$ cat src/rtl/scheduler.sv
// scheduler: picks read/write FIFO requests or refresh and hands single commands to the sequencer
module scheduler (
    input  logic        clock_i,
    input  logic        reset_i,
    input  logic        enable_i,
    input  logic        raf_empty_ni,
    input  logic        raf_block_i,
    output logic        raf_read_o,
    input  logic [22:0] raf_addr_i,
    input  logic        wf_empty_ni,
    input  logic        wf_block_i,
    output logic        wf_read_o,
    input  logic [22:0] wf_addr_i,
    output logic        cmd_start_o,
    output logic        cmd_read_o,
    output logic        cmd_last_o,
    output logic [1:0]  cmd_bank_o,
    output logic [12:0] cmd_row_o,
    output logic [7:0]  cmd_col_o,
    input  logic        ctl_exec_i,
    input  logic        ctl_active_i,
    input  logic        rfc_req_i,
    output logic        rfc_ack_o,
    input  logic        rfc_end_i
);
    typedef enum logic [2:0] {IDLE, FETCH, ISSUE, WAIT, REFRESH} state_t;

    state_t      r_state;
    state_t      w_next;
    logic        w_pop_r;
    logic        w_pop_w;
    logic        w_ack;
    logic [22:0] r_addr;
    logic        r_blk;
    logic        r_rd;
    logic        r_pend;
    logic [22:0] r_cmd_addr;
    logic        r_cmd_read;
    logic        r_cmd_last;

    // next state and pop/grant decisions; refresh beats read beats write, nothing while the sequencer is busy
    always_comb begin
        w_next  = r_state;
        w_pop_r = 1'b0;
        w_pop_w = 1'b0;
        w_ack   = 1'b0;
        case (r_state)
            IDLE: begin
                if (!ctl_exec_i) begin
                    if (rfc_req_i && !ctl_active_i) begin
                        w_ack  = 1'b1;
                        w_next = REFRESH;
                    end else if (enable_i && raf_empty_ni) begin
                        w_pop_r = 1'b1;
                        w_next  = FETCH;
                    end else if (enable_i && wf_empty_ni) begin
                        w_pop_w = 1'b1;
                        w_next  = FETCH;
                    end
                end
            end
            FETCH:   w_next = ISSUE;
            ISSUE:   w_next = WAIT;
            WAIT:    w_next = ctl_exec_i ? WAIT : IDLE;
            REFRESH: w_next = rfc_end_i ? IDLE : REFRESH;
            default: w_next = IDLE;
        endcase
    end

    // state register
    always_ff @(posedge clock_i) begin
        if (reset_i)
            r_state <= IDLE;
        else
            r_state <= w_next;
    end

    // request latch, pending-refresh flag and command output registers (held between commands)
    always_ff @(posedge clock_i) begin
        if (reset_i) begin
            r_addr     <= '0;
            r_blk      <= 1'b0;
            r_rd       <= 1'b0;
            r_pend     <= 1'b0;
            r_cmd_addr <= '0;
            r_cmd_read <= 1'b0;
            r_cmd_last <= 1'b0;
        end else begin
            if (w_pop_r || w_pop_w) begin
                r_addr <= w_pop_r ? raf_addr_i : wf_addr_i;
                r_blk  <= w_pop_r ? raf_block_i : wf_block_i;
                r_rd   <= w_pop_r;
            end
            r_pend <= (w_ack || r_state == REFRESH) ? 1'b0 : (r_pend | rfc_req_i);
            if (r_state == FETCH) begin
                r_cmd_addr <= r_addr;
                r_cmd_read <= r_rd;
                r_cmd_last <= ~r_blk | r_pend | rfc_req_i;
            end
        end
    end

    // strobes are suppressed while reset is held so an abandoned request emits nothing
    assign raf_read_o  = w_pop_r & ~reset_i;
    assign wf_read_o   = w_pop_w & ~reset_i;
    assign rfc_ack_o   = w_ack & ~reset_i;
    assign cmd_start_o = (r_state == ISSUE) & ~reset_i;
    assign cmd_read_o  = r_cmd_read;
    assign cmd_last_o  = r_cmd_last;
    assign cmd_bank_o  = r_cmd_addr[22:21];
    assign cmd_row_o   = r_cmd_addr[20:8];
    assign cmd_col_o   = r_cmd_addr[7:0];
endmodule

$ cat config.mk
export PLATFORM = sky130hd
export DESIGN_NAME = scheduler
export DESIGN_NICKNAME = d
export VERILOG_FILES = /design/src/rtl/scheduler.sv
export SDC_FILE = /design/constraint.sdc
export NUM_CORES = 1
export LEC_CHECK = 0
export ABC_AREA = 1
export ABC_CLOCK_PERIOD_IN_PS = 3900
export BUFFER_PORTS_ARGS = -buffer_cell sky130_fd_sc_hd__buf_2
export CAP_MARGIN = 10
export CORE_AREA = 2 2 92 59
export DETAILED_ROUTE_END_ITERATION = 10
export DIE_AREA = 0 0 94 61
export PLACE_DENSITY = 0.89
export SYNTH_ARGS = -nofsm -noshare
export SYNTH_HDL_FRONTEND = slang
export SYNTH_SLANG_ARGS = --single-unit
$ cat constraint.sdc
create_clock -name clock_i -period 3.9 [get_ports clock_i]
set_input_delay 0.195 -clock clock_i [delete_from_list [all_inputs] [get_ports clock_i]]
set_output_delay 0.195 -clock clock_i [all_outputs]
set_load 0.05 [all_outputs]
Word level (Yosys, flattened, before mapping):

Index checks and enable logic that the tools add are counted.

* bits in read-only memories: 0
* latch bits: 0
* register bits: 54
* output and inout bits: 29
* memories: 0
* bits in writable memories: 0

* bitwise logic cells: 9
* divide/modulo/power cells: 0
* multiply operators: 0
* $add $sub $neg: 0
* reduce and logical (&&, ||, !) cells: 9
* $lt $le $gt $ge: 0
* mux-type cells: 21
* shifts and indexed selects: 0
* equal/unequal tests: 6

Operators by type and width (count)
* $mux 23: 1
* $mux 3: 5
* $pmux 3 s5: 1
* $mux 1: 13
* $eq 3x2->1 const B: 2
* $and 1x1->1: 4
* $ne 4x4->1 const B: 1
* $eq 3x1->1 const B: 1
* $eq 3x3->1 const B: 1
* $logic_and 1x1->1: 3
* $logic_not 3->1: 1
* $or 1x1->1: 3
* $logic_or 1x1->1: 2
* $mux 2: 1
* $ne 2x2->1 const B: 1
* $not 1->1: 2
* $reduce_and 2->1: 1
* $reduce_or 2->1: 1
* $logic_not 1->1: 1

Depth between registers and ports, before layout:

Gate-level depths: netlist of the first run.

* word-level depth: 7
* mapped depth: 9

Least setup slack after synthesis of the first run:

Ideal clock, no wire load.

* path type: reg2out
* from: register r_state[1]
* to: output port cmd_start_o
* arrival: 1919 ps
* path slack: 1786 ps
* required time: 3705 ps
* cell stages (with the launch flop): 3
* buffers on the path: 0
* cells stage by stage: dfxtp_1 > inv_2 > nor4_1

* cells in the longest elaborated chain, start to end: 2

RTL lines
* start: declaration: line 28 `state_t r_state;`
* start signal: assignment: line 75 `r_state <= w_next;`
* $eq 3x2->1: line 107 `assign cmd_start_o = (r_state == ISSUE) & ~reset_i;`
* $and 1x1->1: line 107
* end: declaration: line 14 `output logic cmd_start_o,`

Every way passes these cells.

Final worst setup path of the first run:

* from: register r_state[1]
* to: output port raf_read_o

* cells in the longest elaborated chain, start to end: 3

RTL lines
* $logic_not 3->1: line 47 `case (r_state)`
* $mux 1: line 47
* $and 1x1->1: line 104 `assign raf_read_o = w_pop_r & ~reset_i;`
* end: declaration: line 8 `output logic raf_read_o,`

Every way passes these cells.

==> results of run 1 <==
Yosys cell counts:
library cell and n:
nand2_1 103, nor2_1 85, dfxtp_1 54, inv_1 53, o21ai_0 26, a21oi_1 23, buf_2 9, clkbuf_1 6
inv_2 6, buf_6 4, nand3_1 4, nor3_1 4, nor4_1 2, a21oi_2 1, a21oi_4 1, a31oi_1 1
clkbuf_2 1, nand2_2 1, nand2_4 1, nand3_2 1, nand4_1 1, nor2_2 1, nor2_4 1, nor3_2 1
o21ai_4 1, o31ai_1 1
power by group through the flow:
stage                     Combinational, W  Clock, W  Sequential (W)
after detailed placement          0.000411         0        0.000656
after floorplan                   0.000186         0        0.000779
after CTS                         0.000412  0.000318        0.000644
final                             0.000410  0.000312        0.000644
after global routing              0.000451  0.000345        0.000653
after global placement            0.000397         0        0.000655
path summary, 6_finish.rpt:
path              start            end  slack, ps  depth (start not counted)
max reg2reg  r_state[1]          r_blk       1840                          8
max          r_state[1]     raf_read_o       1420                          6
min             reset_i           r_rd        180                          2
min reg2reg   r_addr[4]  r_cmd_addr[4]        460                          2
worst max-delay path, delay by kind of cell (launching register included):
| family | cells | cell delay, ps |
|---|---|---|
| AND/OR/NAND/NOR | 4 | 1240 |
| buffers and inverters | 2 | 390 |
| flip-flops | 1 | 370 |
metrics by stage:
step                cells  hold WS [ps]
floorplan             392         369.6
detailed placement    525         441.6
CTS                   533         165.0
global placement      525         431.5
finish                533         178.0
global route          533         175.8
flip-flops by register name (all words and copies together), names as in the netlist:
name        flops
cmd_last_o      1
cmd_read_o      1
r_addr         23
r_blk           1
r_cmd_addr     23
r_pend          1
r_rd            1
r_state         3
cell type report:
type / count / area (um^2) / share of cell area (%)
sequential: 54 / 1081 / 35.47
inverter: 59 / 221.5 / 7.266
clock buffer: 7 / 86.33 / 2.833
multi-input combinational: 259 / 1131 / 37.11
tap: 66 / 82.58 / 2.709
timing repair buffer: 87 / 440.4 / 14.45
clock inverter: 1 / 5.005 / 0.1642
logic make-up (layout without fill, tap and decap cells):
logic type,Yosys count,count (layout),synth area share [%]
AOI/OAI and AO/OA,54,54,11.82
DFF,54,54,42.56
and+or+nand+nor,205,205,32.27
buffers and inverters,79,154,13.35
routing by layer:
metal / track usage, % / vias up
met5: 0 / -
met4: 6.625 / 0
met3: 5.093 / 7
met2: 37.55 / 75
met1: 25.12 / 1046
li1: - / 1323
==> out/metrics.yaml, run 1 <==
fin_util_pct: 62.46
highest_layer: "met4"
clk_pin_slew_ps: 90
grt_max_degree: 52
crit_top_cell: "nor2_1"
cts_setup_buffers: 0
crit_chain: "inv_2 > nand2_1 > nor2_1 > nand3_2 > nor2_1 > buf_2"
met3_length_um: 355
setup_viol: 0
syn_nets: 449
final_common_cell: "nand2_1"
synth-seq-area-share_pct: 42.56
p_comb_share_pct: 30.0
path_class: "flop to output pin"
cp.arrival_ps: 2290
cts-resized-gates: 0
cp_slowest_stage_delay_ps: 720
vias_per_cell: 4.598
fin_ws_ps: 1417
crit_required_ps: 3700
drc_errors: 0
drtPass1Iterations: 4
synth_cell_types: 26
m1WireLength_um: 2688
dr_wl_met2_um: 2469
fillCellCount: 477
post_drt_wl_per_cell_um: 10.46
dieArea_um2: 5734
overflow: 0
yosys.area.top_type: "dfxtp_1"
routabilityCongestion: 0.8355
power_density_nw_per_um2: 448.4
holdBufCountCts: 0
min_period_ps: 2483
hold_viol: 0
die_y_um: 61
fin_nets: 523
yosysTopAreaCellShare_pct: 42.56
fin_worst_skew_ps: 6.114
setup_tns_ps: 0
final_layout_size_suffix_gt1_share_pct: 23.55
dr_total_vias: 2451
swShare_pct: 36.32
period_share_pct: 63.66
cts.sink_count: 54
root_buffer: "clkbuf_8"
timing.max_cap.violations: 0
dpl.hpwl_um: 3962
cp_max_fo: 50
switchingPower_w: 0.0004964
grt_pass1_vias: 2183
maxSlewHeadroom_pct: 38.83
drtIter0Drc: 82
rsz0062_at_grt: "false"
port_buffers: 85
critPathCaptureType: "output pin"
yosysWarnings: 0
finalMaxSlewViolations: 0
clockPowerShare_pct: 22.8
p_total_w: 0.001367
cts_max_path_buffers: 2
ys_seq_elements: 54
areaGrowthSynthToFinish_pct: 20.00
synth_area_um2: 2540
ir_drop_v: 0.0002369
grt_pass1_wl_um: 9218
max_freq_mhz: 402.8
cts_tree: "done"
htreeDepth: 2
grt_use_total_pct: 20.81
pin_count: 86
syn_avg_cell_area_um2: 6.479
dpl_cell_area_um2: 2957
crit_slowest_cell: "nand3_2"
core-area_um2: 4880
syn_inst: 392
insertion_delay_ps: 300
diodes: 0
cts_made_buffers: 5
holdCritPathClass: "input port to flop"
layout_common_cells: "nand2_1, nor2_1, buf_2, dfxtp_1, inv_1"
final_area_um2: 3048
p_leak_nw: 1.730
dp_slack_ps: 1738
worstMarginPinSlew_ps: 916.5
grt_antenna_before_repair: 0
outcome: "finished, final reports clean"
drt-total-wl_um: 5574
initial_core_util_pct: 52.05
rows: 20
antenna_left: 0
yosys-top-cells-area: "dfxtp_1, nand2_1, nor2_1"
die_w_um: 94
p_int_w: 0.0008703
seq_power_share_pct: 47.1
worst_setup_path_start_kind: "flop"
No activity file was read; power rests on OpenSTA's default activity.
==> run 2, diff against run 1 <==
ABC_CLOCK_PERIOD_IN_PS = 2070   (was 3900)
CORE_AREA = 2 2 100 64   (was 2 2 92 59)
DIE_AREA = 0 0 102 66   (was 0 0 94 61)
PLACE_DENSITY = 0.8   (was 0.89)
clock period = 2.07 ns   (was 3.9 ns; I/O delays follow)
==> run 2 against run 1 <==
Net effect: cell count rose by 3.8%; sequential power rose by 88%; clock-buffer cell count rose by 1; worst setup slack got worse by 1200 ps; global-route usage fell by 3.3 points; largest cell class unchanged; clock skew rose by 2.0 ps; critical path depth did not move; flip-flop and latch count did not move; final area rose by 2.5%; sequential share of layout area fell by 0.87 points.
==> out/metrics.yaml, run 2 (synthesis gave the netlist of run 1 again) <==
outcome: "finished, final reports clean"
p_comb_share_pct: 29.4  # -0.6 points
cts.sink_count: 54  # unchanged
cts-resized-gates: 0  # unchanged
layout_common_cells: "nand2_1, nor2_1, buf_2, dfxtp_1, inv_1"
rows: 22  # +10%
antenna_left: 0  # unchanged
reg2reg_from: "r_state[1]"
setup_tns_ps: 0  # unchanged
port_buffers: 85  # unchanged
period_share_pct: 89.19
overflow: 0  # unchanged
grt_antenna_before_repair: 0  # unchanged
holdWs_ps: 80.76  # -97.19 ps
cp_num_buf_inv: 2  # unchanged
rsz0062_at_grt: "false"
hp-start: "reset_i"
final_common_cell: "nand2_1"
core-area_um2: 5836  # +20%
setup_viol: 0  # unchanged
cp.arrival_ps: 1740  # -550 ps
cp_max_fo: 17  # -66%
crit_required_ps: 1970  # -1730 ps
grt_pass1_vias: 2150  # -1.5%
timing.max_cap.violations: 0  # unchanged
dpl.hpwl_um: 4143  # +4.6%
cts_max_path_buffers: 2  # unchanged
clk_pin_slew_ps: 90  # about the same
worst_setup_path_start_kind: "flop"
worstMarginPinSlew_ps: 699.2  # -217.3 ps
pin_count: 86  # unchanged
grt_use_total_pct: 17.55  # -3.3 points
maxSlewHeadroom_pct: 53.21  # +14 points
crit_chain: "inv_2 > nand2_1 > nor2_1 > nand3_4 > nor2_1 > buf_2"
critPathCaptureType: "output pin"
clockPowerShare_pct: 24.8  # +2.0 points
areaGrowthSynthToFinish_pct: 23.01
drc_errors: 0  # unchanged
drt-total-wl_um: 5743  # +3.0%
crit_top_cell: "nor2_1"
fin_worst_skew_ps: 8.091  # +1.976 ps
grt_pass1_wl_um: 9315  # +1.1%
die_y_um: 66  # +8.2%
switchingPower_w: 0.0009373  # +89%
dieArea_um2: 6732  # +17%
cts_made_buffers: 5  # unchanged
initial_core_util_pct: 43.52  # -8.5 points
holdCritPathClass: "input port to flop"
root_buffer: "clkbuf_8"
drtIter0Drc: 92  # +12%
vias_per_cell: 4.474  # -2.7%
die_w_um: 102  # +8.5%
routabilityCongestion: 0.9125  # +9.2%
diodes: 0  # unchanged
dr_total_vias: 2474  # +0.94%
ir_drop_v: 0.0003456  # +46%
cts_setup_buffers: 0  # unchanged
p_int_w: 0.001712  # +97%
max_freq_mhz: 541.6
fin_nets: 525  # +0.38%
post_drt_wl_per_cell_um: 10.39  # -0.69%
grt_max_degree: 52  # unchanged
insertion_delay_ps: 300  # about the same
htreeDepth: 2  # unchanged
finalMaxSlewViolations: 0  # unchanged
crit_family: "simple AND/OR/NAND/NOR gates"
drtPass1Iterations: 4  # unchanged
min_period_ps: 1846
crit_slowest_cell: "dfxtp_1"
crit_start: "r_state[1]"
swShare_pct: 35.38  # -0.94 points
hold_viol: 0  # unchanged
cp_slowest_stage_delay_ps: 370  # -350 ps
multiInputGateArea_um2: 1139  # +0.66%
fillCellCount: 603  # +26%
fin_ws_ps: 223.7  # -1193 ps
seq_power_share_pct: 45.9  # -1.2 points
top_regs: "r_addr: 23 flops, r_cmd_addr: 23 flops, r_state: 3 flops"
p_leak_nw: 1.753  # +1.3%
path_class: "flop to output pin"
cts_tree: "done"
p_total_w: 0.002649  # +94%
final_layout_size_suffix_gt1_share_pct: 24.09  # +0.54 points
power_density_nw_per_um2: 848.0  # +89%
regArea_um2: 1081  # unchanged
holdBufCountCts: 0  # unchanged
dp_slack_ps: 341.8  # -1397 ps
==> run 2: final timing paths <==
check	endpoint	cells past startpoint	slack, ps
worst max-delay path	raf_read_o	6	220
worst min-delay path	r_rd	2	80
worst min register to register	r_cmd_addr[12]	2	450
worst max register to register	r_addr[8]	6	350
==> run 2: through the flow <==
step	instances	instance area, um^2	utilization [%]
floorplan	392	2540	-
global placement	545	3007	51.52
detailed placement	545	3007	51.52
CTS	553	3117	53.41
global route	553	3124	53.54
finish	553	3124	53.54
==> run 2: final cells by class <==
type / count / share of cell area, %
clock buffer: 8 / 3.524
timing repair buffer: 89 / 14.98
multi-input combinational: 259 / 36.44
sequential: 54 / 34.60
inverter: 59 / 7.088
tap: 84 / 3.364
==> run 2: power by group through the flow <==
stage / clock (W) / sequential (W) / combinational (W)
after global routing: 0.000722 / 0.00123 / 0.000855
final: 0.000657 / 0.00121 / 0.000778
after detailed placement: 0 / 0.00124 / 0.000775
after global placement: 0 / 0.00124 / 0.000763
after floorplan: 0 / 0.00147 / 0.000351
after CTS: 0.000674 / 0.00122 / 0.000778
==> run 2: routing by layer <==
metal / track usage (%) / vias up / wire length [um]
li1: - / 1327 / -
met1: 24.25 / 1057 / 2844
met2: 26.97 / 81 / 2375
met3: 4.545 / 9 / 458
met4: 5.167 / 0 / 63
met5: 0 / - / 0
==> run 2: worst register-to-register path: cells and delay by family (launching register included) <==
family	cells	cell delay, ps
and+or+nand+nor	5	690
AOI/OAI and AO/OA	1	570
DFF	1	370
==> run 3, diff against run 2 <==
GPL_TIMING_DRIVEN = 0   (was unset)
==> run 3 against run 2 <==
Net effect: clock skew is 0.59 ps higher; die area unchanged; maximum frequency down 3.8%; combinational power rose by 3.9%; critical path type unchanged; first-iteration DRC count is 67% higher; cell count rose by 2.5%; flip-flop and latch count stayed put; worst setup slack got worse by 72 ps; via count grew 2.5%; core utilization is 0.30 points higher; global-route usage is 2.5 points higher.
==> out/metrics.yaml, run 3 (synthesis gave the netlist of run 1 again) <==
grt_pass1_vias: 2160  # +0.47%
highest_layer: "met4"
final_common_cell: "nand2_1"
layout_common_cells: "nand2_1, buf_2, nor2_1, dfxtp_1, inv_1"
port_buffers: 84  # -1.2%
clk_pin_slew_ps: 90  # about the same
cts_made_buffers: 5  # unchanged
dieArea_um2: 6732  # unchanged
post_drt_wl_per_cell_um: 11.55  # +11%
timing.max_cap.violations: 0  # unchanged
critPathCaptureType: "output pin"
die_y_um: 66  # unchanged
grt_pass1_wl_um: 10260  # +10%
cts.sink_count: 54  # unchanged
grt_antenna_before_repair: 0  # unchanged
m1WireLength_um: 3226  # +13%
diodes: 0  # unchanged
cp.arrival_ps: 1820  # +80 ps
hold_viol: 0  # unchanged
dr_wl_met2_um: 2825  # +19%
max_freq_mhz: 521.2  # -3.8%
vias_per_cell: 4.471  # about the same
outcome: "finished, final reports clean"
holdBufCountCts: 0  # unchanged
ir_drop_v: 0.0002727  # -21%
fin_nets: 540  # +2.9%
period_share_pct: 92.69  # +3.5 points
die_w_um: 102  # unchanged
fin_worst_skew_ps: 8.683  # +0.5920 ps
setup_viol: 0  # unchanged
place_inst: 560  # +2.8%
pin_count: 86  # unchanged
final_layout_size_suffix_gt1_share_pct: 24.43  # +0.34 points
core-area_um2: 5836  # unchanged
grt_max_degree: 15  # -71%
p_total_w: 0.002577  # -2.7%
regArea_um2: 1081  # unchanged
fillCellCount: 596  # -1.2%
initial_core_util_pct: 43.52  # unchanged
cts-resized-gates: 0  # unchanged
p_leak_nw: 1.776  # +1.3%
cts_max_path_buffers: 2  # unchanged
top_regs: "r_addr: 23 flops, r_cmd_addr: 23 flops, r_state: 3 flops"
drtPass1Iterations: 4  # unchanged
cts_setup_buffers: 0  # unchanged
drt-total-wl_um: 6547  # +14%
worstMarginPinSlew_ps: 539.3  # -159.9 ps
drc_errors: 0  # unchanged
worst_setup_path_start_kind: "flop"
setup_tns_ps: 0  # unchanged
power_density_nw_per_um2: 820.3  # -3.3%
areaGrowthSynthToFinish_pct: 23.69
drtIter0Drc: 154  # +67%
insertion_delay_ps: 310  # about the same
crit_required_ps: 1970  # about the same
finalMaxSlewViolations: 0  # unchanged
rows: 22  # unchanged
cts_tree: "done"
antenna_left: 0  # unchanged
dr_total_vias: 2535  # +2.5%
path_class: "flop to output pin"
holdCritPathClass: "input port to flop"
htreeDepth: 2  # unchanged
overflow: 0  # unchanged
rsz0062_at_grt: "false"
multiInputGateArea_um2: 1120  # -1.6%
grt_use_total_pct: 20.10  # +2.5 points
routabilityCongestion: 0.8407  # -7.9%
cp_max_fo: 10  # -7
dpl.hpwl_um: 4955  # +20%
fin_cells: 567  # +2.5%
maxSlewHeadroom_pct: 64.05  # +11 points
min_period_ps: 1919  # +72.44 ps
root_buffer: "clkbuf_8"
met3_length_um: 410  # -10%
## run 3: metal layers
metal | global-route usage, % | vias up
met5 | 0 | -
met4 | 6.000 | 0
met3 | 4.228 | 9
met2 | 32.65 | 75
met1 | 26.97 | 1097
li1 | - | 1354
## run 3: area by class of cell
cell class                 instances  area share, %
multi-input combinational        259          35.64
sequential                        54          34.41
timing repair buffer              84          13.38
inverter                          59          7.049
buffer                            20          3.744
tap                               84          3.345
clock buffer                       7          2.429
## run 3: report_power, final
| group | internal [W] | switching, W |
|---|---|---|
| Sequential | 0.00116 | 0.0000593 |
| Clock | 0.000234 | 0.000319 |
| Combinational | 0.000229 | 0.000579 |
| Total | 0.00162 | 0.000957 |
## run 3: stage by stage
stage | worst slack (ps) | area, um^2 | util [%] | hold slack [ps]
final | 151.2 | 3142 | 53.84 | 84.90
after global routing | 38.57 | 3142 | 53.84 | 110.1
after CTS | 155.9 | 3142 | 53.84 | 75.50
after detailed placement | 510.7 | 3065 | 52.53 | 401.4
after global placement | 510.6 | 3065 | 52.53 | 399.8
after floorplan | 47.30 | 2540 | - | 278.1
## run 3: critical path, cell delays in order (launching register included)
cell and delay, ps:
dfxtp_1 370, inv_2 80, nand2_1 90, nor2_1 140
nand3_1 170, buf_2 250, nor2_1 130, buf_2 280
## run 3: path summary, 6_finish.rpt
path | startpoint | end | slack (ps) | cells after the start
worst max-delay path | r_state[0] | raf_read_o | 150 | 7
worst min-delay path | wf_addr_i[16] | r_addr[16] | 80 | 5
worst max register to register | r_state[0] | r_addr[19] | 510 | 7
worst min register to register | r_blk | cmd_last_o | 450 | 1
